`src/rtl/compression_scheduler.sv`:
```
// compression_scheduler: strict round-robin scheduler that feeds one stream
// element at a time into the single compression module and pulses a one-cycle
// data-taken strobe back to the element once the compressor can ingest.
// Optional build macro COMPRESSION_SCHEDULER_STATS_EN adds grant/stall counters.
module compression_scheduler #(
  parameter int NUM_STREAM_ELEMENTS    = 4,
  parameter int MAX_UNCOMPRESSED_BYTES = 34,
  parameter int FIFO_MAX_INGEST_BYTES  = 16,
  parameter int CSE_COUNT_WIDTH        = $clog2(MAX_UNCOMPRESSED_BYTES * 8),
  parameter int STALL_LIMIT            = 255
) (
  input  logic                                                   clk,
  input  logic                                                   rst_n,
  input  logic                                                   i_enable,
  input  logic [NUM_STREAM_ELEMENTS*MAX_UNCOMPRESSED_BYTES*8-1:0] i_use_stream_in,
  input  logic [NUM_STREAM_ELEMENTS*$clog2(MAX_UNCOMPRESSED_BYTES)-1:0] i_use_byte_count_in,
  output logic [NUM_STREAM_ELEMENTS-1:0]                         o_use_data_taken,
  output logic [MAX_UNCOMPRESSED_BYTES*8-1:0]                    o_mux_data_out,
  output logic [7:0]                                             o_mux_byte_count_out,
  input  logic [CSE_COUNT_WIDTH-1:0]                             i_cse_byte_count,
  input  logic                                                   i_cse_shift,
  output logic [$clog2(NUM_STREAM_ELEMENTS)-1:0]                 o_active_index,
  input  logic                                                   i_stall_clear,
`ifdef COMPRESSION_SCHEDULER_STATS_EN
  output logic [31:0]                                            o_grant_count,
  output logic [31:0]                                            o_stall_cycles,
`endif
  output logic                                                   o_stall_timeout
);

  localparam int REC_W   = MAX_UNCOMPRESSED_BYTES * 8;
  localparam int BCW     = $clog2(MAX_UNCOMPRESSED_BYTES);
  localparam int IDX_W   = $clog2(NUM_STREAM_ELEMENTS);
  localparam int STALL_W = ($clog2(STALL_LIMIT + 1) > 8) ? $clog2(STALL_LIMIT + 1) : 8;
  localparam logic [CSE_COUNT_WIDTH-1:0] MAX_INGEST = CSE_COUNT_WIDTH'(FIFO_MAX_INGEST_BYTES);
  localparam logic [STALL_W-1:0]         STALL_MAX  = STALL_W'(STALL_LIMIT);
  localparam logic [STALL_W-1:0]         STALL_PRE  = STALL_W'(STALL_LIMIT - 1);

  typedef enum logic [1:0] {
    ST_WAIT_DATA  = 2'd0,
    ST_WAIT_SPACE = 2'd1,
    ST_TAKE       = 2'd2,
    ST_SETTLE     = 2'd3
  } state_t;

  state_t             r_state;
  logic [IDX_W-1:0]   r_active_index;
  logic [STALL_W-1:0] r_stall_cnt;
  logic               r_stall_timeout;

  logic [REC_W-1:0]   w_records [NUM_STREAM_ELEMENTS];
  logic [BCW-1:0]     w_counts  [NUM_STREAM_ELEMENTS];
  logic [REC_W-1:0]   w_sel_record;
  logic [BCW-1:0]     w_sel_count;
  logic               w_has_data;
  logic               w_can_ingest;
  logic               w_stall_cycle;

  // Unpack the flat per-element buses and decode the one-hot take pulse
  for (genvar gi = 0; gi < NUM_STREAM_ELEMENTS; gi++) begin : g_elem
    assign w_records[gi]        = i_use_stream_in[gi*REC_W +: REC_W];
    assign w_counts[gi]         = i_use_byte_count_in[gi*BCW +: BCW];
    assign o_use_data_taken[gi] = (r_state == ST_TAKE) && (r_active_index == IDX_W'(gi));
  end

  assign w_sel_record  = w_records[r_active_index];
  assign w_sel_count   = w_counts[r_active_index];
  assign w_has_data    = (w_sel_count != '0);
  assign w_can_ingest  = (i_cse_byte_count == '0) ||
                         ((i_cse_byte_count <= MAX_INGEST) && i_cse_shift);
  assign w_stall_cycle = (r_state == ST_WAIT_SPACE) && !w_can_ingest;

  assign o_mux_data_out       = w_sel_record;
  assign o_mux_byte_count_out = (r_state == ST_WAIT_SPACE) ? 8'(w_sel_count) : 8'd0;
  assign o_active_index       = r_active_index;
  assign o_stall_timeout      = r_stall_timeout;

  // Scheduler FSM plus the saturating stall counter and sticky timeout flag
  always_ff @(posedge clk or negedge rst_n) begin
    if (!rst_n) begin
      r_state         <= ST_WAIT_DATA;
      r_active_index  <= '0;
      r_stall_cnt     <= '0;
      r_stall_timeout <= 1'b0;
    end else begin
      case (r_state)
        ST_WAIT_DATA: begin
          if (w_has_data && i_enable) r_state <= ST_WAIT_SPACE;
        end
        ST_WAIT_SPACE: begin
          // Losing data or enable abandons the offer; otherwise commit on canIngest
          if (!w_has_data || !i_enable) r_state <= ST_WAIT_DATA;
          else if (w_can_ingest)        r_state <= ST_TAKE;
        end
        ST_TAKE: begin
          r_state        <= ST_SETTLE;
          r_active_index <= r_active_index + IDX_W'(1);
        end
        ST_SETTLE: begin
          r_state <= ST_WAIT_DATA;
        end
        default: r_state <= ST_WAIT_DATA;
      endcase

      // Clear wins over a same-cycle increment or timeout set
      if (i_stall_clear) begin
        r_stall_cnt     <= '0;
        r_stall_timeout <= 1'b0;
      end else begin
        if (r_state == ST_TAKE)                           r_stall_cnt <= '0;
        else if (w_stall_cycle && r_stall_cnt != STALL_MAX) r_stall_cnt <= r_stall_cnt + STALL_W'(1);
        if (w_stall_cycle && r_stall_cnt >= STALL_PRE)    r_stall_timeout <= 1'b1;
      end
    end
  end

`ifdef COMPRESSION_SCHEDULER_STATS_EN
  logic [31:0] r_grant_count;
  logic [31:0] r_stall_cycles;

  assign o_grant_count  = r_grant_count;
  assign o_stall_cycles = r_stall_cycles;

  // Free-running wrap-around statistics, cleared together with the stall flag
  always_ff @(posedge clk or negedge rst_n) begin
    if (!rst_n) begin
      r_grant_count  <= '0;
      r_stall_cycles <= '0;
    end else if (i_stall_clear) begin
      r_grant_count  <= '0;
      r_stall_cycles <= '0;
    end else begin
      if (r_state == ST_TAKE) r_grant_count  <= r_grant_count + 32'd1;
      if (w_stall_cycle)      r_stall_cycles <= r_stall_cycles + 32'd1;
    end
  end
`else
  // Statistics counters are not built in this configuration.
`endif

endmodule
```
`config.mk`:
```
export PLATFORM = sky130hd
export DESIGN_NAME = compression_scheduler
export DESIGN_NICKNAME = d
export VERILOG_FILES = /design/src/rtl/compression_scheduler.sv
export SDC_FILE = /design/constraint.sdc
export NUM_CORES = 1
export LEC_CHECK = 0
export ABC_AREA = 1
export CAP_MARGIN = 20
export CORE_AREA = 2 2 544 546
export CTS_CLUSTER_SIZE = 24
export DETAILED_ROUTE_END_ITERATION = 6
export DIE_AREA = 0 0 546 548
export GPL_ROUTABILITY_DRIVEN = 0
export PLACE_DENSITY = 0.3
export SETUP_SLACK_MARGIN = 0.05
export SYNTH_ARGS = -nofsm -noshare
export SYNTH_HDL_FRONTEND = slang
export SYNTH_SLANG_ARGS = --single-unit
```
`constraint.sdc`:
```
create_clock -name clk -period 1.89 [get_ports clk]
set_input_delay 0.189 -clock clk [delete_from_list [all_inputs] [get_ports clk]]
set_output_delay 0.189 -clock clk [all_outputs]
set_load 0.03 [all_outputs]
```
==> impl_metrics.tcl, run 1 <==
set metrics [dict create \
    core_um2 293100 \
    dr_total_vias 23210 \
    final_core_util_pct 13.01 \
    cp-start-kind "register" \
    ys_ff_latch 13 \
    setup_ws_ns -0.4908 \
    period_share_pct 126.0 \
    htreeDepth 1 \
    die-width_um 546 \
    maxSlewViolCount 0 \
    status "finished, violations left" \
    grt_antenna_before_repair 340 \
    yosysTopAreaCell "o21ai_0" \
    io_buffers 1410 \
    final_common_cell "clkdlybuf4s50_1" \
    detailed_place.area_um2 33230 \
    hold_viol_final 0 \
    grt_pass1_wl_mm 310.8 \
    synth_top_family_by_area "compound AO/OA/AOI/OAI gates" \
    violations "setup timing" \
    cp-end-kind "output port" \
    syn2layout_area_growth_pct 349.2 \
    cp.arrival_ns 2.19 \
    drive_above_1_share_pct 37.45 \
    cellPowerDensity_nw_per_um2 777.1 \
    wire_per_inst_um 35.77 \
    rsz0062_at_grt "true" \
    synth.area.top_cells "o21ai_0 (31%), nor2_1 (25%), o22ai_1 (20%)" \
    yosys.area_share.simple_pct 30.28 \
    routed_wirelength_mm 263.7 \
    synthXorXnorAreaFrac_pct 0.2064 \
    setup_viol 284 \
    worstSkewPairLatency_ns 0.25 \
    synth_top_area_share_pct 31.02 \
    final_antenna_net_count 0 \
    core.rowCount 199 \
    grt_start_max_net_pins 51 \
    drt_first_pass_iters 6 \
    cts_made_buffers 3 \
    critPathMaxFanout 28 \
    critPathKind "register to output port" \
    grt.overflow.total 0 \
    slew-limit-headroom_pct 46.99 \
    die_h_um 548 \
    die-area_um2 299200 \
    synth-adder-area-share_pct 0.8846 \
    cap_violations 0 \
    tritoncts "built" \
    final_cell_mix "clkdlybuf4s50_1 (1126), nor2_1 (449), o21ai_0 (293), buf_12 (280), buf_4 (262)" \
    grt_pass1_vias 22510 \
    synthMuxAreaShare_pct 0 \
    max_freq_mhz 420.0 \
    p_leak_nw 13.16 \
    grt.total_usage_pct 16.57 \
    power_w 0.02963 \
    drc 0 \
    ys_warn_count 0 \
    vias_per_cell 3.149 \
    drt_iter0_markers 1751 \
    cts_buffer_depth 2 \
    io_pins 1413 \
    synth_compound_area_share_pct 52.81 \
    initial_core_util_pct 2.896 \
    postCtsHoldBufs 0 \
    hold_path.class "primary input to asynchronous set/reset pin" \
    cp_data_required_time_ns 1.70 \
    syn-instance-count 1721 \
    ys_seq_area_share_pct 3.833 \
    finClkSkew_ns 0.004675 \
    post-route-cell-area_um2 38130 \
    avgSynthCellArea_um2 4.931 \
    irDropWorstVdd_uv 325.0 \
    fin_nets 4503 \
    clockRootBuffer "clkbuf_16" \
    clk_pin_slew_ns 0.05 \
    netlist-cell-type-count 29 \
    tightest_slew_ns 0.7869 \
    synthesis.area_um2 8487 \
    cts.sinks 13 \
    fin_crit_ns 2.381 \
    dp_hpwl_mm 231.9 \
]
==> what timing repair did <==
action	in CTS	in global routing
buffers inserted	57	31
hold endpoints to repair	0	0
setup endpoints to repair	285	286
cloned	32	16
gates resized for setup	427	410
pin swaps	99	68
==> synthesized netlist by cell type, drive strengths merged <==
library cell / n
a21oi: 3
ha: 6
a21o: 1
buf: 98
nand2: 61
o22ai: 272
inv: 22
nor3: 1
nand3: 27
clkbuf: 88
clkinv: 1
nor4: 3
o21ai: 548
conb: 1
nand4: 2
xor2: 2
nor2: 572
dfrtp: 13
==> sequential cells by signal (all words and copies together), names as in the netlist, named ones only <==
signal / count
r_state: 1
o_active_index: 2
o_stall_timeout: 1
r_stall_cnt: 8
==> worst max-delay path, stage by stage, from the launching register on <==
cell and delay (ns):
dfrtp_4 0.47, buf_12 0.17, inv_16 0.06, buf_16 0.16, o21ai_0 0.68, o22ai_2 0.11, buf_4 0.20
==> cells by family after synthesis <==
logic type | count (synthesis)
other cells | 1
xor+xnor | 2
compound gates | 824
fa+ha+maj | 6
flops | 13
simple gates | 666
buf+inv | 209
==> layout make-up <==
cell class	instances	area, um^2
repair inverters	1	20.02
multi-input cells	1500	10670
inverters	23	128.9
flip-flops and latches	13	332.8
diodes	83	207.7
well taps	3919	4903
clock buffers	4	78.83
repair buffers	1829	21780
fillers	33710	254900
==> per-layer routing <==
| metal | global-route usage (%) | wire length [um] | vias up |
|---|---|---|---|
| li1 | - | - | 9580 |
| met1 | 18.55 | 101400 | 10970 |
| met2 | 25.74 | 112800 | 1786 |
| met3 | 12.31 | 42450 | 598 |
| met4 | 1.756 | 5159 | 282 |
| met5 | 0 | 1869 | - |
==> report_power, final <==
group	total (W)	leakage [nW]	internal, W	switching [W]
sequential	0.000333	0.171	0.000297	0.0000359
clock	0.000415	0.0387	0.000286	0.000129
combinational	0.0289	13.0	0.0133	0.0156
==> path summary, 6_finish.rpt <==
path / startpoint / cells after the start / endpoint / slack [ns]
max: o_active_index[0]$_DFFE_PN0P_ / 6 / o_mux_data_out[235] / -0.49
min: rst_n / 1 / r_stall_cnt[1]$_DFFE_PN0P_ / 0.29
max reg2reg: o_active_index[0]$_DFFE_PN0P_ / 12 / r_state[0]$_DFFE_PN0P_ / -0.18
min reg2reg: o_stall_timeout$_DFFE_PN0P_ / 2 / o_stall_timeout$_DFFE_PN0P_ / 0.54
max in group asynchronous: rst_n / 2 / r_stall_cnt[2]$_DFFE_PN0P_ / 1.11
min in group clk: o_stall_timeout$_DFFE_PN0P_ / 2 / o_stall_timeout$_DFFE_PN0P_ / 0.54
==> metrics by stage <==
step | std cells | setup TNS, ns | hold slack [ns] | worst slack (ns)
finish | 7372 | -78.30 | 0.2865 | -0.4908
global route | 7304 | -97.45 | 0.3272 | -0.4356
CTS | 7245 | -102.72 | 0.3092 | -0.4566
detailed placement | 7159 | -32.38 | 0.5387 | -0.7446
global placement | 7159 | -33.66 | 0.5465 | -0.7882
floorplan | 1722 | 0 | -0.1066 | 0.01236
Power figures use the tool's default switching activity.
==> run 2: changes to the inputs <==
--- a/config.mk
+++ b/config.mk
@@ -7,13 +7,12 @@
 export LEC_CHECK = 0
 export ABC_AREA = 1
 export CAP_MARGIN = 20
-export CORE_AREA = 2 2 544 546
+export CORE_AREA = 2 2 550 552
 export CTS_CLUSTER_SIZE = 24
 export DETAILED_ROUTE_END_ITERATION = 6
-export DIE_AREA = 0 0 546 548
+export DIE_AREA = 0 0 552 554
 export GPL_ROUTABILITY_DRIVEN = 0
 export PLACE_DENSITY = 0.3
-export SETUP_SLACK_MARGIN = 0.05
 export SYNTH_ARGS = -nofsm -noshare
 export SYNTH_HDL_FRONTEND = slang
 export SYNTH_SLANG_ARGS = --single-unit
==> constraint.sdc (replaced) <==
create_clock -name clk -period 2.16 [get_ports clk]
set_input_delay 0.216 -clock clk [delete_from_list [all_inputs] [get_ports clk]]
set_output_delay 0.216 -clock clk [all_outputs]
set_load 0.03 [all_outputs]
==> run 2 against run 1 <==
The flow still finishes with violations (setup timing); clock power shrank 11%; combinational power fell by 15%; die area is 2.2% higher; total power fell by 15%; worst hold slack improved by 0.12 ns; clock skew is 0.0017 ns lower; register-to-register slack better by 0.20 ns; design area shrank 6.5%; largest power group unchanged.
==> impl_metrics.tcl, run 2 (synthesis gave the netlist of run 1 again) <==
set metrics [dict create \
    status "finished, violations left" \
    violations "setup timing" \
    cts_buffer_depth 2 \
    grt_antenna_before_repair 328 \
    top_register "r_stall_cnt" \
    regArea_um2 332.8 \
    post-route-cell-area_um2 35630 \
    die-width_um 552 \
    fin_crit_ns 2.456 \
    routed_wirelength_mm 281.6 \
    p_leak_nw 12.17 \
    swShare_pct 54.80 \
    core.rowCount 201 \
    period_share_pct 113.7 \
    clockRootBuffer "clkbuf_16" \
    die_h_um 554 \
    cts_made_buffers 3 \
    fin_nets 4418 \
    max_freq_mhz 407.1 \
    worstPathCellList "buf_12 > buf_16 > o21ai_1 > o22ai_1 > buf_4 > buf_12" \
    nFillCells 34590 \
    detailed_place.area_um2 31380 \
    cp.arrival_ns 2.24 \
    die-area_um2 305800 \
    largest_register_ffs 8 \
    drive_above_1_share_pct 29.53 \
    grt_start_max_net_pins 77 \
    drt_iter0_markers 1869 \
    final_antenna_net_count 0 \
    io_pins 1413 \
    cp_data_required_time_ns 1.94 \
    grt.overflow.total 0 \
    cp_common_cell "buf_12" \
    final_core_util_pct 11.91 \
    hold_path.class "primary input to asynchronous set/reset pin" \
    htreeDepth 1 \
    wire_per_inst_um 38.50 \
    clk_pin_slew_ns 0.05 \
    pre_cts_ws_ns -0.7209 \
    worstSkewPairLatency_ns 0.25 \
    initial_core_util_pct 2.836 \
    max_stage_delay_ns 0.52 \
    setup_ws_ns -0.2965 \
    setup_viol 273 \
    cellPowerDensity_nw_per_um2 708.5 \
    drt_first_pass_iters 5 \
    core_um2 299300 \
    clkPwrFrac_pct 1.5 \
    critPathMaxFanout 35 \
    cts.sinks 13 \
    finClkSkew_ns 0.003024 \
    grt.total_usage_pct 17.00 \
    maxSlewViolCount 0 \
    final_common_cell "clkdlybuf4s50_1" \
    drc 0 \
    grt_pass1_wl_mm 323.2 \
    seqPwrFrac_pct 1.2 \
    path_buf_inv 4 \
    cap_violations 0 \
    slew-limit-headroom_pct 50.83 \
    intPower_w 0.01141 \
    p_comb_share_pct 97.4 \
    final_cell_mix "clkdlybuf4s50_1 (1127), nor2_1 (496), o21ai_0 (318), buf_12 (281), buf_4 (241)" \
    hold_viol_final 0 \
    rsz0062_at_grt "true" \
    power_w 0.02524 \
    grt_pass1_vias 22280 \
    io_buffers 1410 \
    cp-start-kind "register" \
    crit_family "buffers and inverters" \
    netSwitchingPower_w 0.01383 \
    dp_hpwl_mm 243.8 \
    tritoncts "built" \
    slowest_stage "dfrtp_4" \
    critPathKind "register to output port" \
    multi_input_area_um2 9349 \
    tightest_slew_ns 0.7352 \
    irDropWorstVdd_uv 371.8 \
    cp-end-kind "output port" \
    syn2layout_area_growth_pct 319.8 \
    vias_per_cell 3.181 \
    dr_total_vias 23280 \
]
## run 2: cell type report
cell class / count / share of cell area (%)
Antenna cell: 73 / 0.5127
Clock buffer: 4 / 0.2212
Inverter: 23 / 0.3898
Multi-Input combinational cell: 1500 / 26.24
Sequential cell: 13 / 0.9341
Tap cell: 3958 / 13.90
Timing Repair Buffer: 1741 / 57.51
Timing Repair inverter: 4 / 0.2985
## run 2: worst register-to-register path, delay by kind of cell, from the launching register on
kind                   cells  cell delay [ns]
flip-flops                 1             0.46
buffers and inverters      4             0.72
AO/OA/AOI/OAI              1             0.05
AND/OR/NAND/NOR            7             0.78
## run 2: timing repair
action / CTS / global route
endpoints found under the setup margin: 279 / 285
pin swaps: 32 / 49
gates cloned: 17 / 19
buffers inserted: 24 / 20
hold endpoints to repair: 0 / 0
resized for setup: 246 / 535
hold buffers: 0 / 0
## run 2: path summary, 6_finish.rpt
check | from | end | slack, ns | cells past startpoint
min in group clk | o_stall_timeout$_DFFE_PN0P_ | o_stall_timeout$_DFFE_PN0P_ | 0.53 | 2
max in group asynchronous | rst_n | o_active_index[0]$_DFFE_PN0P_ | 1.21 | 1
worst min-delay path | rst_n | o_stall_timeout$_DFFE_PN0P_ | 0.41 | 1
worst max-delay path | o_active_index[0]$_DFFE_PN0P_ | o_mux_data_out[229] | -0.30 | 6
worst max register to register | o_active_index[0]$_DFFE_PN0P_ | r_state[0]$_DFFE_PN0P_ | 0.02 | 12
worst min register to register | o_stall_timeout$_DFFE_PN0P_ | o_stall_timeout$_DFFE_PN0P_ | 0.53 | 2
## run 2: power groups by stage
stage / registers, W / logic, W / clock network, W
floorplan: 0.000283 / 0.00650 / 0
global placement: 0.000299 / 0.0214 / 0
detailed placement: 0.000300 / 0.0213 / 0
CTS: 0.000288 / 0.0230 / 0.000372
global route: 0.000296 / 0.0254 / 0.000382
finish: 0.000293 / 0.0246 / 0.000368
## run 2: per-stage QoR
step           hold slack (ns)  instances  TNS (ns)
2_1_floorplan         -0.07959       1722         0
3_3_place_gp            0.5202       7161    -25.99
3_5_place_dp            0.5185       7163    -24.73
4_1_cts                 0.4487       7208    -61.15
5_1_grt                 0.4559       7267    -55.08
6_report                0.4075       7316    -39.22
## run 2: per-layer routing
metal | vias up | track usage [%] | wire length [um]
li1 | 9352 | - | -
met2 | 1970 | 26.47 | 122500
met5 | - | 0 | 1375
met3 | 614 | 10.31 | 37910
met1 | 11130 | 19.73 | 110500
met4 | 210 | 3.572 | 9357
